`config.mk`:
```
export PLATFORM = sky130hd
export DESIGN_NAME = fv_sb_wolper_mc
export DESIGN_NICKNAME = d
export VERILOG_FILES = /design/src/rtl/fv_sb_wolper_mc.sv
export SDC_FILE = /design/constraint.sdc
export NUM_CORES = 1
export LEC_CHECK = 0
export BUFFER_PORTS_ARGS = -buffer_cell sky130_fd_sc_hd__buf_2
export CAP_MARGIN = 20
export CORE_MARGIN = 10
export CORE_UTILIZATION = 30
export DETAILED_ROUTE_END_ITERATION = 10
export HOLD_SLACK_MARGIN = 0.05
export PLACE_DENSITY = 0.6
export SLEW_MARGIN = 20
export SYNTH_ARGS = -nofsm -noshare
export SYNTH_HDL_FRONTEND = slang
export SYNTH_HIERARCHICAL = 1
export SYNTH_SLANG_ARGS = --single-unit
export TNS_END_PERCENT = 5
```
`constraint.sdc`:
```
create_clock -name clk -period 3.13 [get_ports clk]
set_input_delay 0.626 -clock clk [delete_from_list [all_inputs] [get_ports clk]]
set_output_delay 0.626 -clock clk [all_outputs]
set_load 0.02 [all_outputs]
```
`src/rtl/fv_sb_wolper_mc.sv`:
```
// ---------------------------------------------------------------------------
// fv_sb_wolper_mc -- Wolper-style two-symbol scoreboard checker.
//
// Two watched symbols, A (special_a) and B (special_b), are followed through
// a multi-channel push/pop path. Each symbol has its own small tracker:
//   IDLE -> INFLT on push, INFLT -> DONE on pop, DONE is terminal.
// The push channel and the cycles spent in flight are recorded. Protocol
// violations raise sticky error flags one cycle after the offending beat:
// causality, duplicate, channel, per-channel order, and latency timeout.
//
// Parameters
//   DWIDTH   payload width
//   NUM_CH   channel count (CHW = max(1, clog2(NUM_CH)))
//   MAX_LAT  push-to-pop latency bound (LW = clog2(MAX_LAT+1)), must be >= 1
//   ORDERED  1: per-channel in-order delivery is checked
//   BYPASS   1: a pop in the same cycle as the push is legal
//
// Ports
//   clk, rstn                        clock, async active-low reset
//   push_valid/push_ch/push_data     ingress beat
//   pop_valid/pop_ch/pop_data        egress beat
//   special_a, special_b             watched symbols
//   a_state, b_state                 0 IDLE, 1 INFLT, 2 DONE
//   a_lat, b_lat                     cycles elapsed since the push
//   err_causality/dup/chan/order/timeout, err_any   sticky error flags
//
// Build options
//   FV_SB_WOLPER_MC_LIVENESS_EN  adds an unbounded liveness property per
//                                symbol (INFLT |-> s_eventually DONE).
//   FORMAL                       enables the environment assumptions and the
//                                never-error assertions for a formal run.
// ---------------------------------------------------------------------------

package fv_sb_wolper_mc_pkg;
  typedef enum logic [1:0] {
    ST_IDLE  = 2'd0,
    ST_INFLT = 2'd1,
    ST_DONE  = 2'd2
  } sym_state_e;
endpackage

// ---------------------------------------------------------------------------
// fv_sb_wolper_sym -- tracker for one watched symbol.
//   push_hit/pop_hit are the decoded "this beat carries my symbol" strobes.
//   ev_* are single-cycle violation events, registered by the parent.
// ---------------------------------------------------------------------------
module fv_sb_wolper_sym
  import fv_sb_wolper_mc_pkg::*;
#(
  parameter int CHW     = 2,
  parameter int LW      = 5,
  parameter int MAX_LAT = 16,
  parameter int BYPASS  = 0
) (
  input  logic           clk,
  input  logic           rstn,
  input  logic           push_hit,
  input  logic [CHW-1:0] push_ch,
  input  logic           pop_hit,
  input  logic [CHW-1:0] pop_ch,
  output sym_state_e     state,
  output logic [LW-1:0]  lat,
  output logic [CHW-1:0] ch,
  output logic           ev_causality,
  output logic           ev_dup,
  output logic           ev_chan,
  output logic           ev_timeout
);

  localparam logic [LW-1:0] LAT_MAX = LW'(MAX_LAT);

  // Push and pop of the symbol in the same cycle, legal only with BYPASS.
  logic bypass_hit;
  assign bypass_hit = (BYPASS != 0) && push_hit && pop_hit;

  always_comb begin
    ev_causality = 1'b0;
    ev_dup       = 1'b0;
    ev_chan      = 1'b0;
    ev_timeout   = 1'b0;
    case (state)
      ST_IDLE: begin
        ev_causality = pop_hit && !bypass_hit;
        // A bypassed pop still has to leave on the channel it came in on.
        ev_chan      = bypass_hit && (pop_ch != push_ch);
      end
      ST_INFLT: begin
        ev_chan    = pop_hit && (pop_ch != ch);
        ev_timeout = !pop_hit && (lat == LAT_MAX);
      end
      ST_DONE: ev_dup = pop_hit;
      default: ;
    endcase
  end

  // lat reads as the number of cycles since the push: it loads 1 on the
  // push edge, counts while in flight, saturates at MAX_LAT and freezes on
  // the pop so it keeps the observed latency.
  always_ff @(posedge clk or negedge rstn) begin
    if (!rstn) begin
      state <= ST_IDLE;
      lat   <= '0;
      ch    <= '0;
    end else begin
      case (state)
        ST_IDLE: begin
          if (push_hit) begin
            ch <= push_ch;
            if (bypass_hit) begin
              state <= ST_DONE;
              lat   <= '0;
            end else begin
              state <= ST_INFLT;
              lat   <= LW'(1);
            end
          end
        end
        ST_INFLT: begin
          if (pop_hit)              state <= ST_DONE;
          else if (lat != LAT_MAX)  lat   <= lat + LW'(1);
        end
        ST_DONE: ;
        default: state <= ST_IDLE;
      endcase
    end
  end

endmodule

// ---------------------------------------------------------------------------
// fv_sb_wolper_mc -- top: symbol decode, two trackers, order check, flags.
// ---------------------------------------------------------------------------
module fv_sb_wolper_mc
  import fv_sb_wolper_mc_pkg::*;
#(
  parameter  int DWIDTH  = 8,
  parameter  int NUM_CH  = 4,
  parameter  int MAX_LAT = 16,
  parameter  int ORDERED = 1,
  parameter  int BYPASS  = 0,
  localparam int CHW     = (NUM_CH > 1) ? $clog2(NUM_CH) : 1,
  localparam int LW      = $clog2(MAX_LAT + 1)
) (
  input  logic              clk,
  input  logic              rstn,
  input  logic              push_valid,
  input  logic [CHW-1:0]    push_ch,
  input  logic [DWIDTH-1:0] push_data,
  input  logic              pop_valid,
  input  logic [CHW-1:0]    pop_ch,
  input  logic [DWIDTH-1:0] pop_data,
  input  logic [DWIDTH-1:0] special_a,
  input  logic [DWIDTH-1:0] special_b,
  output logic [1:0]        a_state,
  output logic [1:0]        b_state,
  output logic [LW-1:0]     a_lat,
  output logic [LW-1:0]     b_lat,
  output logic              err_causality,
  output logic              err_dup,
  output logic              err_chan,
  output logic              err_order,
  output logic              err_timeout,
  output logic              err_any
);

  // Index 0 is symbol A, index 1 is symbol B.
  logic [1:0][DWIDTH-1:0] special;
  logic [1:0]             push_hit, pop_hit;
  sym_state_e             st [2];
  logic [1:0][LW-1:0]     lat;
  logic [1:0][CHW-1:0]    ch;
  logic [1:0]             ev_caus, ev_dup, ev_chan, ev_tmo;
  logic [1:0]             first;   // first[s]: s was pushed ahead of the other on a shared channel
  logic                   ev_order;

  assign special = {special_b, special_a};

  for (genvar s = 0; s < 2; s++) begin : g_sym
    assign push_hit[s] = push_valid && (push_data == special[s]);
    assign pop_hit[s]  = pop_valid  && (pop_data  == special[s]);

    fv_sb_wolper_sym #(
      .CHW     (CHW),
      .LW      (LW),
      .MAX_LAT (MAX_LAT),
      .BYPASS  (BYPASS)
    ) u_sym (
      .clk          (clk),
      .rstn         (rstn),
      .push_hit     (push_hit[s]),
      .push_ch      (push_ch),
      .pop_hit      (pop_hit[s]),
      .pop_ch       (pop_ch),
      .state        (st[s]),
      .lat          (lat[s]),
      .ch           (ch[s]),
      .ev_causality (ev_caus[s]),
      .ev_dup       (ev_dup[s]),
      .ev_chan      (ev_chan[s]),
      .ev_timeout   (ev_tmo[s])
    );
  end

  // Popping the later symbol while the earlier one (same channel) is still
  // in flight breaks per-channel FIFO order. There is a single pop beat per
  // cycle and the symbols differ, so A and B can never pop together; each
  // pop is judged on its own.
  assign ev_order = (ORDERED != 0) &&
                    ((pop_hit[1] && (st[0] == ST_INFLT) && first[0]) ||
                     (pop_hit[0] && (st[1] == ST_INFLT) && first[1]));

  always_ff @(posedge clk or negedge rstn) begin
    if (!rstn) begin
      first         <= '0;
      err_causality <= 1'b0;
      err_dup       <= 1'b0;
      err_chan      <= 1'b0;
      err_order     <= 1'b0;
      err_timeout   <= 1'b0;
    end else begin
      // Ordering is latched when the second symbol arrives on the channel
      // the first one already holds; only one push per cycle is possible.
      if (push_hit[1] && (st[1] == ST_IDLE) && (st[0] != ST_IDLE) && (ch[0] == push_ch))
        first[0] <= 1'b1;
      if (push_hit[0] && (st[0] == ST_IDLE) && (st[1] != ST_IDLE) && (ch[1] == push_ch))
        first[1] <= 1'b1;
      if (|ev_caus) err_causality <= 1'b1;
      if (|ev_dup)  err_dup       <= 1'b1;
      if (|ev_chan) err_chan      <= 1'b1;
      if (ev_order) err_order     <= 1'b1;
      if (|ev_tmo)  err_timeout   <= 1'b1;
    end
  end

  assign a_state = st[0];
  assign b_state = st[1];
  assign a_lat   = lat[0];
  assign b_lat   = lat[1];
  assign err_any = err_causality | err_dup | err_chan | err_order | err_timeout;

`ifdef FORMAL
  // Environment: symbols are stable and distinct, each pushed at most once.
  asm_stable_a: assume property (@(posedge clk) disable iff (!rstn) $stable(special_a));
  asm_stable_b: assume property (@(posedge clk) disable iff (!rstn) $stable(special_b));
  asm_distinct: assume property (@(posedge clk) disable iff (!rstn) special_a != special_b);
  asm_once_a:   assume property (@(posedge clk) disable iff (!rstn) push_hit[0] |-> st[0] == ST_IDLE);
  asm_once_b:   assume property (@(posedge clk) disable iff (!rstn) push_hit[1] |-> st[1] == ST_IDLE);

  ast_no_causality: assert property (@(posedge clk) disable iff (!rstn) !err_causality);
  ast_no_dup:       assert property (@(posedge clk) disable iff (!rstn) !err_dup);
  ast_no_chan:      assert property (@(posedge clk) disable iff (!rstn) !err_chan);
  ast_no_order:     assert property (@(posedge clk) disable iff (!rstn) !err_order);
  ast_no_timeout:   assert property (@(posedge clk) disable iff (!rstn) !err_timeout);
`endif

`ifdef FV_SB_WOLPER_MC_LIVENESS_EN
  ast_live_a: assert property (@(posedge clk) disable iff (!rstn)
                               (st[0] == ST_INFLT) |-> s_eventually (st[0] == ST_DONE));
  ast_live_b: assert property (@(posedge clk) disable iff (!rstn)
                               (st[1] == ST_INFLT) |-> s_eventually (st[1] == ST_DONE));
`else
  // Only the bounded latency check (err_timeout) guards progress.
`endif

endmodule
```
==> flow_metrics.tcl, run 1 <==
set metrics [dict create \
    ys_ff_latch 25 \
    io_buffers 59 \
    start_util 0.313 \
    pwr-share-clk 0.296 \
    power_per_cell_area_nw_per_um2 285 \
    insertion_delay_ns 0.27 \
    slew_headroom 0.624 \
    end_kind "register" \
    cts_resized 0 \
    overflow 0 \
    cts_buffer_depth 2 \
    fin_ws_ns 1.09 \
    post-cts-setup-buffers 0 \
    drtAntennaViolNets 0 \
    vdd_drop_max_uv 146 \
    grt_use_total 0.0981 \
    post_dp_cell_area_um2 2220 \
    area_delta_synth_final_pct 20.7 \
    grt_start_max_net_pins 26 \
    antenna_found_initial 0 \
    cts_sinks 25 \
    path_buf_inv 1 \
    setup_violations 0 \
    cts_tree "yes" \
    pin_count 60 \
    final_max_slew_viol_count 0 \
    antenna_cells 0 \
    final_common_cell "buf_2" \
    clk_transition_reported_paths_ns 0.09 \
    layout_common_cells "buf_2, xnor2_1, dfrtp_1" \
    vias 1614 \
    startpoint_type "input pin" \
    arrival_ns 2.20 \
    cap_viol_max_count 0 \
    hold_class "in -> async" \
    fin_cells 321 \
    final_area_um2 2270 \
    syn-cell-area_um2 1880 \
    final_nets 291 \
    via_per_inst 5.03 \
    fmax_mhz 491 \
    root_buffer "clkbuf_8" \
    post-route-drc-count 0 \
    syn_nets 231 \
    hold_violations 0 \
    required_ns 3.29 \
    crit_fanout 7 \
    die_w_um 99.1 \
    grt_pass1_wl_um 8280 \
    die-height_um 99.1 \
    cts_buffers 3 \
    floorplan.die_area_um2 9820 \
    yosys.area.top_type "dfrtp_1" \
    synthCells 187 \
    p_seq_frac 0.511 \
    cp_slowest_stage_delay_ns 0.40 \
    synth_cell_types 38 \
    hpwl_um 3960 \
    synth-seq-area-share 0.333 \
    rows 28 \
    crit_slowest_cell "nor3_2" \
    status "finished, final reports clean" \
    drtIter0Drc 252 \
    wirelength_um 4800 \
    cts_hold_buf 0 \
    intPower_uw 478 \
    p_sw_frac 0.260 \
    rsz0062_at_grt "false" \
    fin_crit_ns 2.04 \
    path_delay_family "simple AND/OR/NAND/NOR gates" \
    firstDrtPassIters 4 \
    fp.coreArea_um2 5990 \
    pwr-share-comb 0.193 \
    h-tree-depth 1 \
    leakage_uw 0.00105 \
    crit_chain "buf_2 -> xnor2_1 -> nand4_1 -> nor3_2 -> nand2b_1 -> a2111oi_0 -> a211o_1" \
    fin_tns_setup_ns 0 \
    place_ws_ns 0.793 \
    worstSetupPathType "in -> reg" \
    grt_pass1_vias 1719 \
    yosysWarnings 6 \
    power.switching_uw 168 \
    worstMarginPinSlew_ns 0.564 \
    place_congestion 0.785 \
    routedWlPerCell_um 14.9 \
    synth_top_area_frac 0.333 \
    drive_above_1_share 0.341 \
    dp_cells 317 \
    avgSynthCellArea_um2 10.0 \
    netlist_top_cells_area "dfrtp_1, xnor2_1, a211o_1, ha_1, nand3_1" \
    timing.final.crit_share 0.651 \
    skew_ns 0.00256 \
]
cell families after synthesis:
family,Yosys count,synth area share
xor+xnor,40,0.187
mux,4,0.0240
compound gates,32,0.148
fa+ha+maj,4,0.0266
buf+inv,14,0.0440
flops,25,0.333
simple gates,68,0.238
sequential cells by signal (all words and copies together) (netlist names):
name and count:
err_order 1, g_sym.u_sym/ch 4, err_dup 1, err_causality 1, err_chan 1, g_sym.u_sym/state 4
g_sym.u_sym/lat 10, err_timeout 1, first 2
worst paths after layout:
check	end	depth (start not counted)	start	slack, ns
worst max-delay path	g_sym[1].u_sym/lat[4]	7	pop_data[1]	1.09
worst min-delay path	g_sym[1].u_sym/lat[1]	1	rstn	0.34
worst max register to register	g_sym[1].u_sym/lat[4]	3	g_sym[1].u_sym/state[0]	1.46
worst min register to register	first[1]	1	first[1]	0.47
max in group asynchronous	g_sym[0].u_sym/lat[4]	1	rstn	2.41
min in group clk	first[1]	1	first[1]	0.47
synthesized netlist by cell type:
| library cell | n |
|---|---|
| xnor2_1 | 38 |
| dfrtp_1 | 25 |
| inv_1 | 10 |
| nand3_1 | 10 |
| nand2_1 | 9 |
| a211o_1 | 6 |
| nor2_1 | 6 |
| a2111oi_0 | 4 |
| and3_1 | 4 |
| buf_6 | 4 |
| ha_1 | 4 |
| mux2_2 | 4 |
| nand3b_1 | 4 |
| nand4_1 | 4 |
| nor3_2 | 4 |
| or3_1 | 4 |
| or3b_1 | 4 |
| a221o_1 | 3 |
| nor3_1 | 3 |
| o21ai_0 | 3 |
| a2111o_1 | 2 |
| a2111oi_2 | 2 |
| a21o_2 | 2 |
| a21oi_1 | 2 |
| and2_2 | 2 |
| and2b_2 | 2 |
| and3_2 | 2 |
| and3b_1 | 2 |
| and4bb_2 | 2 |
| nand2b_1 | 2 |
| nand2b_4 | 2 |
| nor3b_1 | 2 |
| o211ai_1 | 2 |
| o31ai_1 | 2 |
| o41ai_1 | 2 |
| xor2_1 | 2 |
| a21o_1 | 1 |
| a41o_1 | 1 |
stage by stage:
step,hold WS [ns],util,total power (uW)
2_1_floorplan,0.330,-,401
3_3_place_gp,0.437,0.371,464
3_5_place_dp,0.449,0.371,463
4_1_cts,0.359,0.378,655
5_1_grt,0.394,0.378,681
6_report,0.339,0.378,646
area by class of cell:
type	instances	area [um2]
Fill cell	613	3720
Tap cell	75	93.8
Timing Repair Buffer	59	295
Sequential cell	25	626
Clock buffer	4	45.0
Inverter	10	37.5
Multi-Input combinational cell	148	1170
layer usage:
| metal | track usage | wire length [um] | share of wire |
|---|---|---|---|
| met1 | 0.129 | 2300 | 0.48 |
| met3 | 0.0332 | 377 | 0.079 |
| met5 | 0 | 0 | 0 |
| met4 | 0.0342 | 72 | 0.015 |
| met2 | 0.145 | 2050 | 0.43 |
power groups by stage:
stage               clock (uW)  sequential (uW)  combinational [uW]
finish                     192              330                 124
global route               211              332                 139
global placement             0              337                 126
floorplan                    0              341                59.9
CTS                        198              331                 127
detailed placement           0              337                 126
(Power assumes the default switching activity.)
==> run 2: changes to the inputs <==
- clock period: 3.13 -> 1.9 ns (I/O delays scaled with it)
==> flow_metrics.tcl, run 2 (synthesis gave the netlist of run 1 again) <==
set metrics [dict create \
    status "finished, final reports clean" \
    io_buffers 59 \
    cts_hold_buf 0 \
    place_congestion 0.813 \
    seq_area_um2 626 \
    cap_viol_max_count 0 \
    crit_slowest_cell "nor3_2" \
    place_ws_ns -0.0534 \
    drtIter0Drc 158 \
    cts_resized 0 \
    fmax_mhz 600 \
    via_per_inst 5.02 \
    grt_pass1_wl_um 8470 \
    required_ns 2.06 \
    final_core_util 0.396 \
    overflow 0 \
    rsz0062_at_grt "false" \
    drive_above_1_share 0.377 \
    root_buffer "clkbuf_8" \
    floorplan.die_area_um2 9820 \
    final.fill_count 604 \
    cts_tree "yes" \
    vias 1682 \
    drtAntennaViolNets 0 \
    area_delta_synth_final_pct 26.3 \
    slew_headroom 0.610 \
    rows 28 \
    cp_slowest_stage_delay_ns 0.33 \
    fin_ws_ns 0.233 \
    pin_count 60 \
    crit_chain "buf_2 -> xnor2_1 -> nand3_1 -> nor3_2 -> nand2b_4 -> a221o_1 -> a211o_1" \
    skew_ns 0.00366 \
    hpwl_um 4100 \
    die-height_um 99.1 \
    fp.coreArea_um2 5990 \
    worstMarginPinSlew_ns 0.584 \
    post-route-drc-count 0 \
    antenna_cells 0 \
    insertion_delay_ns 0.26 \
    fin_crit_ns 1.67 \
    setup_violations 0 \
    clk_transition_reported_paths_ns 0.09 \
    end_kind "register" \
    grt_pass1_vias 1771 \
    multi_input_area_um2 1170 \
    power_per_cell_area_nw_per_um2 450 \
    largest-register "g_sym.u_sym/lat" \
    final_common_cell "buf_2" \
    h-tree-depth 1 \
    cts_sinks 25 \
    crit_fanout 7 \
    cts_buffers 3 \
    start_util 0.313 \
    layout_common_cells "buf_2, xnor2_1, dfrtp_1" \
    largest_register_ffs 10 \
    wirelength_um 4940 \
    grt_use_total 0.0994 \
    hold_violations 0 \
    leakage_uw 0.00112 \
    worstSetupPathType "in -> reg" \
    final_max_slew_viol_count 0 \
    hold_class "in -> async" \
    post-cts-setup-buffers 0 \
    grt_start_max_net_pins 26 \
    vdd_drop_max_uv 331 \
    reg_top3 "g_sym.u_sym/lat x10, g_sym.u_sym/ch x4, g_sym.u_sym/state x4" \
    reg2reg_slack_ns 0.26 \
    arrival_ns 1.82 \
    die_w_um 99.1 \
    final_nets 305 \
    startpoint_type "input pin" \
    firstDrtPassIters 4 \
    cts_buffer_depth 2 \
    routedWlPerCell_um 14.7 \
    timing.final.crit_share 0.877 \
    antenna_found_initial 0 \
]
-- run 2: cell count changes in the layout (fill, tap and decap cells not counted) --
cell,delta
buf_4,+14
-- run 2: per-layer routing --
layer | track usage | share of wire | routed length, um | vias up
met1 | 0.124 | 0.47 | 2310 | 794
met4 | 0.0276 | 0.0089 | 44 | 0
met3 | 0.0318 | 0.080 | 394 | 2
li1 | - | - | - | 835
met2 | 0.160 | 0.44 | 2190 | 51
met5 | 0 | 0 | 0 | -
-- run 2: final timing paths --
path | endpoint | cells past startpoint | from
worst max register to register | g_sym[0].u_sym/lat[4] | 3 | g_sym[0].u_sym/state[0]
worst min register to register | first[1] | 1 | first[1]
min in group clk | g_sym[0].u_sym/ch[0] | 2 | push_ch[0]
max in group asynchronous | g_sym[0].u_sym/state[1] | 1 | rstn
worst min-delay path | g_sym[1].u_sym/lat[1] | 1 | rstn
worst max-delay path | g_sym[0].u_sym/lat[4] | 7 | special_a[1]
-- run 2: layout make-up --
type / instances / share of cell area
multi-input cells: 148 / 0.493
clock buffers: 4 / 0.0190
repair buffers: 73 / 0.169
inverters: 10 / 0.0158
well taps: 75 / 0.0396
flip-flops and latches: 25 / 0.264
-- run 2: per-stage QoR --
step	hold WS [ns]	std cells	instance area, um2	total power, uW	setup TNS, ns
after detailed placement	0.417	331	2330	763	-0.138
after CTS	0.125	335	2370	1080	0
after floorplan	0.0844	187	1880	661	0
after global placement	0.413	331	2330	762	-0.102
after global routing	0.144	335	2370	1130	0
final	0.102	335	2370	1070	0
-- run 2: worst max-delay path: cells and delay by family --
family	cells	cell delay, ns
xor+xnor	1	0.15
compound gates	2	0.60
buf+inv	1	0.12
simple gates	3	0.57
-- run 2: where the power goes --
group          total [uW]  internal, uW  leakage, uW  switching (uW)
logic                 205           100     0.000769             105
registers             544           538     0.000328            5.33
clock network         318           150    0.0000228             168
total                1070           788      0.00112             278
==> run 3: changes to the inputs <==
- RECOVER_POWER: default -> 100
- SYNTH_HIERARCHICAL: 1 -> default
==> flow_metrics.tcl, run 3 <==
set metrics [dict create \
    final_max_slew_viol_count 0 \
    hold_violations 0 \
    timing.final.crit_share 0.902 \
    startpoint_type "register" \
    slew_headroom 0.0646 \
    insertion_delay_ns 0.27 \
    synth_top_area_frac 0.350 \
    synth_cell_types 45 \
    rsz0062_at_grt "false" \
    final.fill_count 614 \
    grt_pass1_wl_um 8420 \
    hpwl_um 4120 \
    synth_flop_cell "dfrtp_1" \
    die-height_um 97.2 \
    firstDrtPassIters 4 \
    synth_enable_flop_cells 0 \
    final_nets 300 \
    ys_ff_latch 25 \
    grt_start_max_net_pins 26 \
    netlist_top_cells_area "dfrtp_1, xor2_1, xnor2_1, nor3_1, ha_1" \
    drtAntennaViolNets 0 \
    place_congestion 0.768 \
    antenna_cells 0 \
    fin_cells 330 \
    synthCells 187 \
    place_ws_ns 0.0152 \
    fin_tns_setup_ns 0 \
    crit_fanout 6 \
    cts_resized 0 \
    end_kind "register" \
    worstMarginPinSlew_ns 1.40 \
    syn_nets 231 \
    avgSynthCellArea_um2 9.55 \
    clk_transition_reported_paths_ns 0.09 \
    dp_cells 326 \
    vias 1629 \
    reg_top3 "g_sym.u_sym.lat x10, g_sym.u_sym.ch x4, g_sym.u_sym.state x4" \
    setup_violations 0 \
    final_core_util 0.384 \
    cts_buffers 3 \
    start_util 0.305 \
    via_per_inst 4.94 \
    io_buffers 59 \
    floorplan.die_area_um2 9440 \
    cts_sinks 25 \
    layout_common_cells "buf_2, xor2_1, dfrtp_1" \
    required_ns 2.06 \
    worstSetupPathType "reg -> reg" \
    routedWlPerCell_um 15.1 \
    synth.most_common_cell "xor2_1" \
    vdd_drop_max_uv 406 \
    root_buffer "clkbuf_8" \
    rows 28 \
    power_per_cell_area_nw_per_um2 897 \
    arrival_ns 1.87 \
    fp.coreArea_um2 5850 \
    fmax_mhz 583 \
    largest-register "g_sym.u_sym.lat" \
    cts_buffer_depth 2 \
    yosysWarnings 0 \
    post-route-drc-count 0 \
    die_w_um 97.2 \
    synth-seq-area-share 0.350 \
    fin_crit_ns 1.71 \
    wirelength_um 4990 \
    leakage_uw 0.00106 \
    cap_viol_max_count 0 \
    h-tree-depth 1 \
    cts_tree "yes" \
    area_delta_synth_final_pct 25.8 \
    pin_count 60 \
    fin_ws_ns 0.186 \
    grt_pass1_vias 1724 \
    skew_ns 0.00543 \
    ys_async_sr_fraction 1.00 \
    post-cts-setup-buffers 0 \
    final_common_cell "buf_2" \
    overflow 0 \
    hold_class "in -> reg" \
    synthTopCellsByCount "xor2_1, dfrtp_1, xnor2_1" \
    largest_register_ffs 10 \
    status "finished, final reports clean" \
    antenna_found_initial 0 \
    drive_above_1_share 0.259 \
    drtIter0Drc 57 \
    syn-cell-area_um2 1790 \
    yosys.area.top_type "dfrtp_1" \
    grt_use_total 0.104 \
    cts_hold_buf 0 \
]
[run 3: kinds of logic after synthesis]
group / after synthesis / share of synthesized area
AND/OR/NAND/NOR: 69 / 0.231
AO/OA/AOI/OAI: 31 / 0.134
buffers and inverters: 14 / 0.0350
XOR/XNOR: 40 / 0.196
adder cells (fa/ha/maj): 4 / 0.0280
flip-flops: 25 / 0.350
multiplexers: 4 / 0.0252
[run 3: final timing paths]
path | startpoint | to | slack (ns) | cells past startpoint
max reg2reg | g_sym[0].u_sym.state[0] | g_sym[0].u_sym.lat[2] | 0.19 | 5
min in group asynchronous | rstn | g_sym[0].u_sym.lat[3] | 0.41 | 1
max in group asynchronous | rstn | err_timeout | 0.67 | 1
min | push_ch[0] | g_sym[1].u_sym.ch[0] | 0.40 | 2
max | g_sym[0].u_sym.state[0] | g_sym[0].u_sym.lat[2] | 0.19 | 5
min reg2reg | first[1] | first[1] | 0.46 | 1
[run 3: layer usage]
metal	wire length (um)	GRT usage	vias to the layer above	part of all wire
met5	0	0	-	0
met4	48	0.0272	0	0.0096
met3	278	0.0313	5	0.056
met2	2400	0.175	36	0.48
met1	2260	0.126	775	0.45
li1	-	-	813	-
[run 3: through the flow]
stage	hold WS (ns)	power, uW	instance area (um2)
final	0.404	2020	2250
after floorplan	0.0844	1360	1790
after CTS	0.118	2060	2280
after global placement	0.414	1720	2230
after detailed placement	0.419	1730	2230
after global routing	0.393	2180	2250
[run 3: layout make-up]
cell class / instances / area [um2] / area share
well taps: 75 / 93.8 / 0.0418
inverters: 7 / 26.3 / 0.0117
clock inverters: 1 / 5.00 / 0.00223
multi-input cells: 148 / 1100 / 0.491
repair buffers: 71 / 353 / 0.157
clock buffers: 3 / 41.3 / 0.0184
flip-flops and latches: 25 / 626 / 0.278
[run 3: report_power, final]
part           switching [uW]  internal (uW)
Sequential                127            641
Combinational             543            378
Clock                     179            147
[run 3: worst max-delay path: stages (launching register included)]
cell,delay (ns)
dfrtp_1,0.43
nor2_2,0.22
and3_1,0.24
and3_1,0.30
nor2_1,0.07
or3_1,0.34
